==> src/rtl/sel_unbuffer.sv <==
// Ping-pong reorder buffer that restores natural order from a pair-swapped sample stream.
// Define SEL_UNBUFFER_LAST_EN to build a registered end-of-frame flag on out_last.
module sel_unbuffer #(
  parameter int unsigned SIZE  = 4,
  parameter int unsigned WIDTH = 8
) (
  input  logic                    clk,
  input  logic                    reset,
  input  logic signed [WIDTH-1:0] in,
  input  logic                    in_valid,
  output logic                    in_ready,
  output logic signed [WIDTH-1:0] out,
  output logic                    out_valid,
  input  logic                    out_ready,
  output logic                    out_last
);

  localparam int unsigned IW = (SIZE > 2) ? $clog2(SIZE) : 1;
  localparam logic [IW-1:0] LastIdx = IW'(SIZE - 1);

  logic signed [WIDTH-1:0] mem_q [2][SIZE];

  logic          wr_bank_q, rd_bank_q;
  logic [IW-1:0] wr_idx_q, rd_idx_q;
  logic [1:0]    full_q, full_d;
  logic          wr_fire, load;
  logic          wr_last, rd_last;

  assign in_ready = !full_q[wr_bank_q];
  assign wr_fire  = in_valid && in_ready;
  assign load     = full_q[rd_bank_q] && (!out_valid || out_ready);
  assign wr_last  = (wr_idx_q == LastIdx);
  assign rd_last  = (rd_idx_q == LastIdx);

  // Writer only targets a non-full bank and reader only a full one, so set/clear never collide.
  always_comb begin
    full_d = full_q;
    if (wr_fire && wr_last) full_d[wr_bank_q] = 1'b1;
    if (load && rd_last)    full_d[rd_bank_q] = 1'b0;
  end

  always_ff @(posedge clk) begin
    if (wr_fire) mem_q[wr_bank_q][wr_idx_q ^ IW'(1)] <= in;
  end

  always_ff @(posedge clk or negedge reset) begin
    if (!reset) begin
      wr_bank_q <= 1'b0;
      rd_bank_q <= 1'b0;
      wr_idx_q  <= '0;
      rd_idx_q  <= '0;
      full_q    <= 2'b00;
      out       <= '0;
      out_valid <= 1'b0;
    end else begin
      full_q <= full_d;
      if (wr_fire) begin
        if (wr_last) begin
          wr_idx_q  <= '0;
          wr_bank_q <= !wr_bank_q;
        end else begin
          wr_idx_q <= wr_idx_q + IW'(1);
        end
      end
      if (load) begin
        out       <= mem_q[rd_bank_q][rd_idx_q];
        out_valid <= 1'b1;
        if (rd_last) begin
          rd_idx_q  <= '0;
          rd_bank_q <= !rd_bank_q;
        end else begin
          rd_idx_q <= rd_idx_q + IW'(1);
        end
      end else if (out_ready && out_valid) begin
        out_valid <= 1'b0;
      end
    end
  end

`ifdef SEL_UNBUFFER_LAST_EN
  logic out_last_q;

  always_ff @(posedge clk or negedge reset) begin
    if (!reset) begin
      out_last_q <= 1'b0;
    end else if (load) begin
      out_last_q <= rd_last;
    end else if (out_ready && out_valid) begin
      out_last_q <= 1'b0;
    end
  end

  assign out_last = out_last_q;
`else
  assign out_last = 1'b0;
`endif

endmodule

==> config.mk <==
export PLATFORM = sky130hd
export DESIGN_NAME = sel_unbuffer
export DESIGN_NICKNAME = d
export VERILOG_FILES = /design/src/rtl/sel_unbuffer.sv
export SDC_FILE = /design/constraint.sdc
export NUM_CORES = 1
export LEC_CHECK = 0
export ABC_AREA = 1
export CORE_ASPECT_RATIO = 0.6
export CORE_MARGIN = 8
export CORE_UTILIZATION = 45
export CTS_CLUSTER_SIZE = 25
export DETAILED_ROUTE_END_ITERATION = 16
export PLACE_DENSITY = 0.66
export SETUP_SLACK_MARGIN = 0.3
export SLEW_MARGIN = 30
export SYNTH_ARGS = -nofsm -noshare
export SYNTH_HDL_FRONTEND = slang
export SYNTH_SLANG_ARGS = --single-unit
==> constraint.sdc <==
create_clock -name clk -period 1.7 [get_ports clk]
set_input_delay 0.51 -clock clk [delete_from_list [all_inputs] [get_ports clk]]
set_output_delay 0.51 -clock clk [all_outputs]
set_load 0.005 [all_outputs]
==> impl_metrics.ini, run 1 <==
[power]
leakagePower_nw = 2.12
clkPwrFrac_pct = 25.7
swShare_pct = 35.7
vdd_ir_drop_max_v = 0.000787
netSwitchingPower_mw = 2.95
p_per_area_nw_per_um2 = 1740
seqPwrFrac_pct = 33.9
p_comb_share_pct = 40.4
power_mw = 8.27
internal_power_mw = 5.32

[critical_path]
worst_setup_path_end_kind = output pin
start_kind = register
r2r-end = mem_q[0][18]
cp_max_fo = 3
r2r-start = wr_bank_q
crit_arrival_ps = 1130
r2r_cells = 7
required_ps = 1190
r2r_slack_ps = 80
critPathKind = register to output pin

[detailed_routing]
num_vias = 2508
met3_length_um = 803
ant_nets = 0
route.met2.wl_um = 3880
met1_length_um = 4050
routedWlPerCell_um = 17.1
viasPerCell = 4.84
drt_iter0_drc = 181
dr.pass1.iters = 4
topRoutingLayerUsed = met4
drt_wl_total_um = 8880
drc = 0

[floorplan]
die_area_um2 = 11100
die_x_um = 131
ios = 23
num_rows = 25
start_util_pct = 45.8
die_h_um = 84.9
core_area_um2 = 7790

[timing]
fmax_mhz = 611
period_share_pct = 96.2
rsz0062_at_grt = true
fin_ws_ps = 64.2
period_minus_slack_ps = 1640
setup_viol = 0
timing.final.max_slew_violations = 0
clock-skew-final_ps = 5.62
hold_viol_final = 0

[clock_tree]
cts_max_path_buffers = 2
cts.clk_slew.worst_paths_ps = 60
cts_root_buf = clkbuf_16
clk_latency_ps = 340
cts_hold_buf = 0
cts.htree.levels = 3
cts_buffers = 9
cts_sinks = 81
cts_tree = yes

[place]
placedCellCount = 483
portBuffers = 21
place.gp.congestion = 0.823
dp_hpwl_um = 5580
pre_cts_ws_ps = -276

[global_route]
grt_pass1_vias = 2365
gr-total-overflow = 0
antenna_found_initial = 0
grt_max_degree = 34
track_usage_pct = 16.6
grt_pass1_wl_um = 13200

[synth]
synth_cells = 347
yosys.area.top_type = edfxtp_1
netlist_area_um2 = 3560
synthTopCellsByArea = edfxtp_1 (54%), dfrtp_1 (12%), nand2_1 (11%)
ys_ff_latch = 81
synth-seq-area-share_pct = 65.9
synth_nets = 364
yosysWarnings = 0
yosysUniqueCellTypes = 24
synth.avg_cell_area_um2 = 10.3
synth_top_area_share_pct = 53.9

[layout]
drive_gt1_share_pct = 26.1
area_growth_pct = 33.8
fin_cells = 518
nets = 422
final_cell_mix = nand2_1 (105), edfxtp_1 (64), inv_1 (58)
final_common_cell = nand2_1
fill_cells = 605
diodes = 0

[job]
maxCapViolCount = 0

[status]
status = finished, final reports clean

[worst_hold_path]
min_from = out[0]
min-delay-path-class = register to register
whs_path_depth = 2
whs_endpoint = out[0]
layout make-up:
class / count / area (µm²) / share of cell area (%)
Clock buffer: 12 / 256 / 5.38
Inverter: 65 / 265 / 5.56
Sequential cell: 81 / 2350 / 49.3
Tap cell: 108 / 135 / 2.83
Clock inverter: 4 / 75.1 / 1.57
Timing Repair inverter: 1 / 8.76 / 0.184
Timing Repair Buffer: 59 / 608 / 12.8
Multi-Input combinational cell: 188 / 1070 / 22.4
Yosys cell counts (all sizes together):
library cell  count
edfxtp           64
dfrtp            17
nand4             1
o21ai             5
buf              13
a21oi             2
conb              1
inv              64
and2              1
nand2           109
ha                5
nand3            51
nor3              6
nor2              7
clkinv            1
critical path, cell delays in order (launching register included):
cell and delay [ps]:
dfrtp_2 440, inv_4 70, nand2_4 40, and2_4 130, buf_6 110
routing by layer:
metal / vias up / track usage, %
li1: 1222 / -
met1: 1201 / 23.9
met2: 71 / 22.0
met3: 14 / 5.82
met4: 0 / 6.32
met5: - / 0
through the flow:
| step | hold WS [ps] | cell area [µm²] | util, % | setup TNS, ps |
|---|---|---|---|---|
| 2_1_floorplan | 214 | 3650 | - | 0 |
| 3_3_place_gp | 462 | 4100 | 52.7 | -12790 |
| 3_5_place_dp | 467 | 4100 | 52.7 | -14320 |
| 4_1_cts | 480 | 4500 | 57.8 | 0 |
| 5_1_grt | 518 | 4770 | 61.2 | 0 |
| 6_report | 472 | 4770 | 61.2 | 0 |
registers in the layout, summed over array words and instances, names as in the netlist:
name	flops
rd_bank_q	1
rd_idx_q	2
out_valid	1
mem_q	64
out	8
wr_bank_q	1
full_q	2
wr_idx_q	2
repair_timing:
item,4_1_cts,5_1_grt
pin swaps,5,13
cloned,0,2
setup endpoints to repair,81,78
resized for setup,54,36
hold endpoints to repair,0,0
buffers inserted,8,9
cell families after synthesis:
kind of cell	synth area share [%]
flops	65.9
simple gates	21.2
buf+inv	9.94
other cells	0.105
compound gates	1.09
fa+ha+maj	1.76
power groups by stage:
stage	logic, mW	clock network, mW	registers [mW]
floorplan	1.77	0	2.73
finish	3.34	2.13	2.80
global route	3.68	2.23	2.85
global placement	2.60	0	2.79
detailed placement	2.66	0	2.80
CTS	2.79	2.16	2.76
worst max-delay path by stage:
stage               from            to  slack [ps]  cells after the start
2_1_floorplan  wr_bank_q   mem_q[0][0]         160                      4
3_3_place_gp    in_valid   mem_q[0][3]        -250                      4
3_5_place_dp    in_valid   mem_q[0][7]        -280                      4
4_1_cts        wr_bank_q      in_ready          60                      4
5_1_grt        wr_bank_q  mem_q[0][17]          30                      7
6_report       wr_bank_q      in_ready          60                      4
No activity file was read; power rests on OpenSTA's default activity.
==> run 2, diff against run 1 <==
- CTS_CLUSTER_DIAMETER: unset -> 120
- PLACE_DENSITY: 0.66 -> unset
- clock period: 1.7 -> 1.6 ns (I/O delays scaled with it)
==> impl_metrics.ini, run 2 (synthesized netlist as in run 1, its figures left out) <==
[status]
status = finished, violations left
violations = negative setup slack

[global_route]
gr-total-overflow = 0
grt_pass1_wl_um = 13500
track_usage_pct = 17.0
antenna_found_initial = 0
grt_pass1_vias = 2360
grt_max_degree = 34

[power]
swShare_pct = 36.2
vdd_ir_drop_max_v = 0.000740
clkPwrFrac_pct = 25.2
leakagePower_nw = 2.18
seqPwrFrac_pct = 31.7
internal_power_mw = 5.91
netSwitchingPower_mw = 3.36
power_mw = 9.27
p_per_area_nw_per_um2 = 1890
p_comb_share_pct = 43.2

[clock_tree]
cts_sinks = 81
cts_buffers = 9
clk_latency_ps = 340
cts_hold_buf = 0
cts_tree = yes
cts_max_path_buffers = 2
cts.htree.levels = 3
cts_root_buf = clkbuf_16
cts.clk_slew.worst_paths_ps = 60

[job]
maxCapViolCount = 0

[layout]
final_cell_mix = nand2_1 (98), edfxtp_1 (64), inv_1 (56)
drive_gt1_share_pct = 31.7
diodes = 0
final_common_cell = nand2_1
regMostFlops = mem_q
area_growth_pct = 37.9
largest_reg_flops = 64
reg_top3 = mem_q x64, out x8
nets = 428
utilization_pct = 63.1
fin_cells = 524

[timing]
fmax_mhz = 622
clock-skew-final_ps = 6.77
fin_ws_ps = -6.72
setup_viol = 1
hold_viol_final = 0
timing.final.max_slew_violations = 0
period_share_pct = 100
setup-tns-final_ps = -6.72
rsz0062_at_grt = true
period_minus_slack_ps = 1610

[place]
pre_cts_ws_ps = -344
dp_hpwl_um = 5880
portBuffers = 21
placedCellCount = 487
place.gp.congestion = 0.860

[critical_path]
cp_max_fo = 3
worst_setup_path_end_kind = output pin
crit_arrival_ps = 1130
required_ps = 1120
start_kind = register
critPathKind = register to output pin

[detailed_routing]
dr.pass1.iters = 4
drt_wl_total_um = 9110
num_vias = 2555
ant_nets = 0
viasPerCell = 4.88
drt_iter0_drc = 231
routedWlPerCell_um = 17.4
drc = 0

[floorplan]
die_x_um = 131
die_area_um2 = 11100
num_rows = 25
ios = 23
die_h_um = 84.9
start_util_pct = 45.8
core_area_um2 = 7790

[worst_hold_path]
min-delay-path-class = input port to asynchronous set/reset pin
run 2: layout make-up:
class | instances | area, µm²
fillers | 625 | 2880
flip-flops and latches | 81 | 2350
multi-input cells | 189 | 1170
repair buffers | 64 | 633
inverters | 65 | 275
clock buffers | 11 | 233
well taps | 108 | 135
clock inverters | 5 | 106
repair inverters | 1 | 11.3
run 2: what timing repair did:
item	4_1_cts	5_1_grt
gates cloned	2	3
setup endpoints to repair	89	90
gates resized for setup	61	63
setup buffers	8	8
pin swaps	5	20
run 2: per-stage QoR:
| stage | area [µm²] | hold WS [ps] |
|---|---|---|
| final | 4910 | 471 |
| after global routing | 4910 | 496 |
| after CTS | 4550 | 475 |
| after detailed placement | 4120 | 469 |
| after global placement | 4120 | 465 |
| after floorplan | 3660 | 184 |
run 2: worst paths after layout:
check / from / cells past startpoint / endpoint / slack, ps
worst max-delay path: wr_bank_q / 4 / in_ready / -7
worst min-delay path: reset / 2 / wr_idx_q[0] / 470
worst max register to register: wr_bank_q / 6 / mem_q[1][22] / 70
worst min register to register: out[0] / 2 / out[0] / 500
max in group asynchronous: reset / 2 / rd_bank_q / 900
min in group clk: out[0] / 2 / out[0] / 500
run 2: metal layers:
layer,GRT usage (%),up-vias,wire length [µm]
met4,5.60,0,137
met1,25.2,1236,4480
met5,0,-,0
met3,6.01,14,502
met2,22.3,67,3990
li1,-,1238,-
run 2: power groups by stage:
stage          logic (mW)  registers, mW  clock network, mW
2_1_floorplan        1.90           2.91                  0
3_3_place_gp         2.80           2.98                  0
3_5_place_dp         2.84           2.98                  0
4_1_cts              3.03           2.95               2.36
5_1_grt              4.36           2.98               2.44
6_report             4.00           2.94               2.33
run 2: critical path, cell delays in order (launching register included):
cell,delay (ps)
dfrtp_2,450
clkinv_4,70
nand2_4,40
and2_4,130
buf_6,100
==> run 3, diff against run 2 <==
- CTS_CLUSTER_DIAMETER: 120 -> unset
- HOLD_SLACK_MARGIN: unset -> 0.06
- PLACE_DENSITY: unset -> 0.73
==> impl_metrics.ini, run 3 (synthesized netlist as in run 1, its figures left out) <==
[status]
status = finished, violations left
violations = negative setup slack

[power]
vdd_ir_drop_max_v = 0.000985
internal_power_mw = 5.68
power_mw = 9.18
netSwitchingPower_mw = 3.50
clkPwrFrac_pct = 21.1
seqPwrFrac_pct = 32.7
swShare_pct = 38.2
p_comb_share_pct = 46.2
p_per_area_nw_per_um2 = 1840
leakagePower_nw = 2.20

[clock_tree]
cts_tree = yes
cts_sinks = 81
cts_hold_buf = 0
cts_buffers = 9
cts.htree.levels = 3
clk_latency_ps = 340
cts_root_buf = clkbuf_16
cts.clk_slew.worst_paths_ps = 60
cts_max_path_buffers = 2

[layout]
final_common_cell = nand2_1
final_cell_mix = nand2_1 (94), edfxtp_1 (64), inv_1 (56)
diodes = 0
area_growth_pct = 40.0
fin_cells = 527
nets = 431
drive_gt1_share_pct = 35.1
regMostFlops = mem_q
reg_top3 = mem_q x64, out x8
largest_reg_flops = 64
fin_area_um2 = 4990
fill_cells = 549

[place]
placedCellCount = 487
place.gp.congestion = 0.837
portBuffers = 21
placed_area_um2 = 4100
dp_hpwl_um = 5600

[critical_path]
r2r-end = mem_q[0][27]
critPathKind = register to output pin
startpoint = wr_bank_q
r2r_cells = 6
cp_max_fo = 3
r2r_slack_ps = 70
worst_setup_path_end_kind = output pin
r2r-start = wr_bank_q
start_kind = register
crit_arrival_ps = 1130
required_ps = 1120

[floorplan]
die_h_um = 84.9
core_area_um2 = 7790
die_area_um2 = 11100
die_x_um = 131
start_util_pct = 45.8
ios = 23
num_rows = 25

[global_route]
antenna_found_initial = 0
grt_pass1_wl_um = 13200
grt_pass1_vias = 2394
track_usage_pct = 16.4
grt_max_degree = 34
gr-total-overflow = 0

[timing]
fmax_mhz = 620
fin_ws_ps = -13.6
period_share_pct = 101
setup_viol = 1
rsz0062_at_grt = true
hold_viol_final = 0
setup-tns-final_ps = -13.6
clock-skew-final_ps = 8.54
whs_ps = 460
timing.final.max_slew_violations = 0
period_minus_slack_ps = 1610

[detailed_routing]
routedWlPerCell_um = 17.8
drt_iter0_drc = 294
num_vias = 2647
drt_wl_total_um = 9380
dr.pass1.iters = 5
ant_nets = 0
viasPerCell = 5.02
drc = 0

[job]
maxCapViolCount = 0

[worst_hold_path]
min-delay-path-class = input port to asynchronous set/reset pin
-- run 3: per-stage QoR --
stage / utilization, % / worst slack (ps)
floorplan: - / 64.0
global placement: 52.7 / -290
detailed placement: 52.7 / -318
CTS: 57.7 / -34.8
global route: 64.1 / -79.3
finish: 64.1 / -13.6
-- run 3: power groups by stage --
stage | logic [mW] | clock network [mW] | registers [mW]
floorplan | 1.90 | 0 | 2.91
global placement | 2.77 | 0 | 2.97
detailed placement | 2.83 | 0 | 2.97
CTS | 3.01 | 1.96 | 2.93
global route | 4.59 | 2.06 | 3.03
finish | 4.24 | 1.93 | 3.00
-- run 3: worst max-delay path, cell delays in order (launching register included) --
cell	delay, ps
dfrtp_2	450
clkinv_4	70
nand2_4	40
and2_1	120
buf_2	120
-- run 3: worst max-delay path by stage --
| stage | slack [ps] | endpoint |
|---|---|---|
| floorplan | 60 | mem_q[0][0] |
| global placement | -290 | mem_q[0][6] |
| detailed placement | -320 | mem_q[0][19] |
| CTS | -30 | in_ready |
| global route | -80 | in_ready |
| finish | -10 | in_ready |
-- run 3: timing repair --
item | 4_1_cts | 5_1_grt
pin swaps | 4 | 30
cloned | 1 | 2
gates resized for setup | 68 | 80
buffers inserted | 7 | 14
endpoints found under the setup margin | 87 | 88
-- run 3: routing by layer --
metal / global-route usage (%) / up-vias / routed length (µm) / share of wire, %
met1: 24.2 / 1257 / 4270 / 46
met2: 21.3 / 130 / 4060 / 43
met4: 5.60 / 0 / 108 / 1.2
met5: 0 / - / 0 / 0
met3: 6.13 / 14 / 939 / 10
li1: - / 1246 / - / -
-- run 3: final cells by class --
cell class                 instances  area (µm²)  share of cell area [%]
clock buffer                      13         260                    5.22
clock inverter                     3        23.8                   0.476
inverter                          65         289                    5.79
multi-input combinational        189        1240                    24.9
sequential                        81        2350                    47.2
tap                              108         135                    2.71
timing repair buffer              67         667                    13.4
timing repair inverter             1        20.0                   0.401
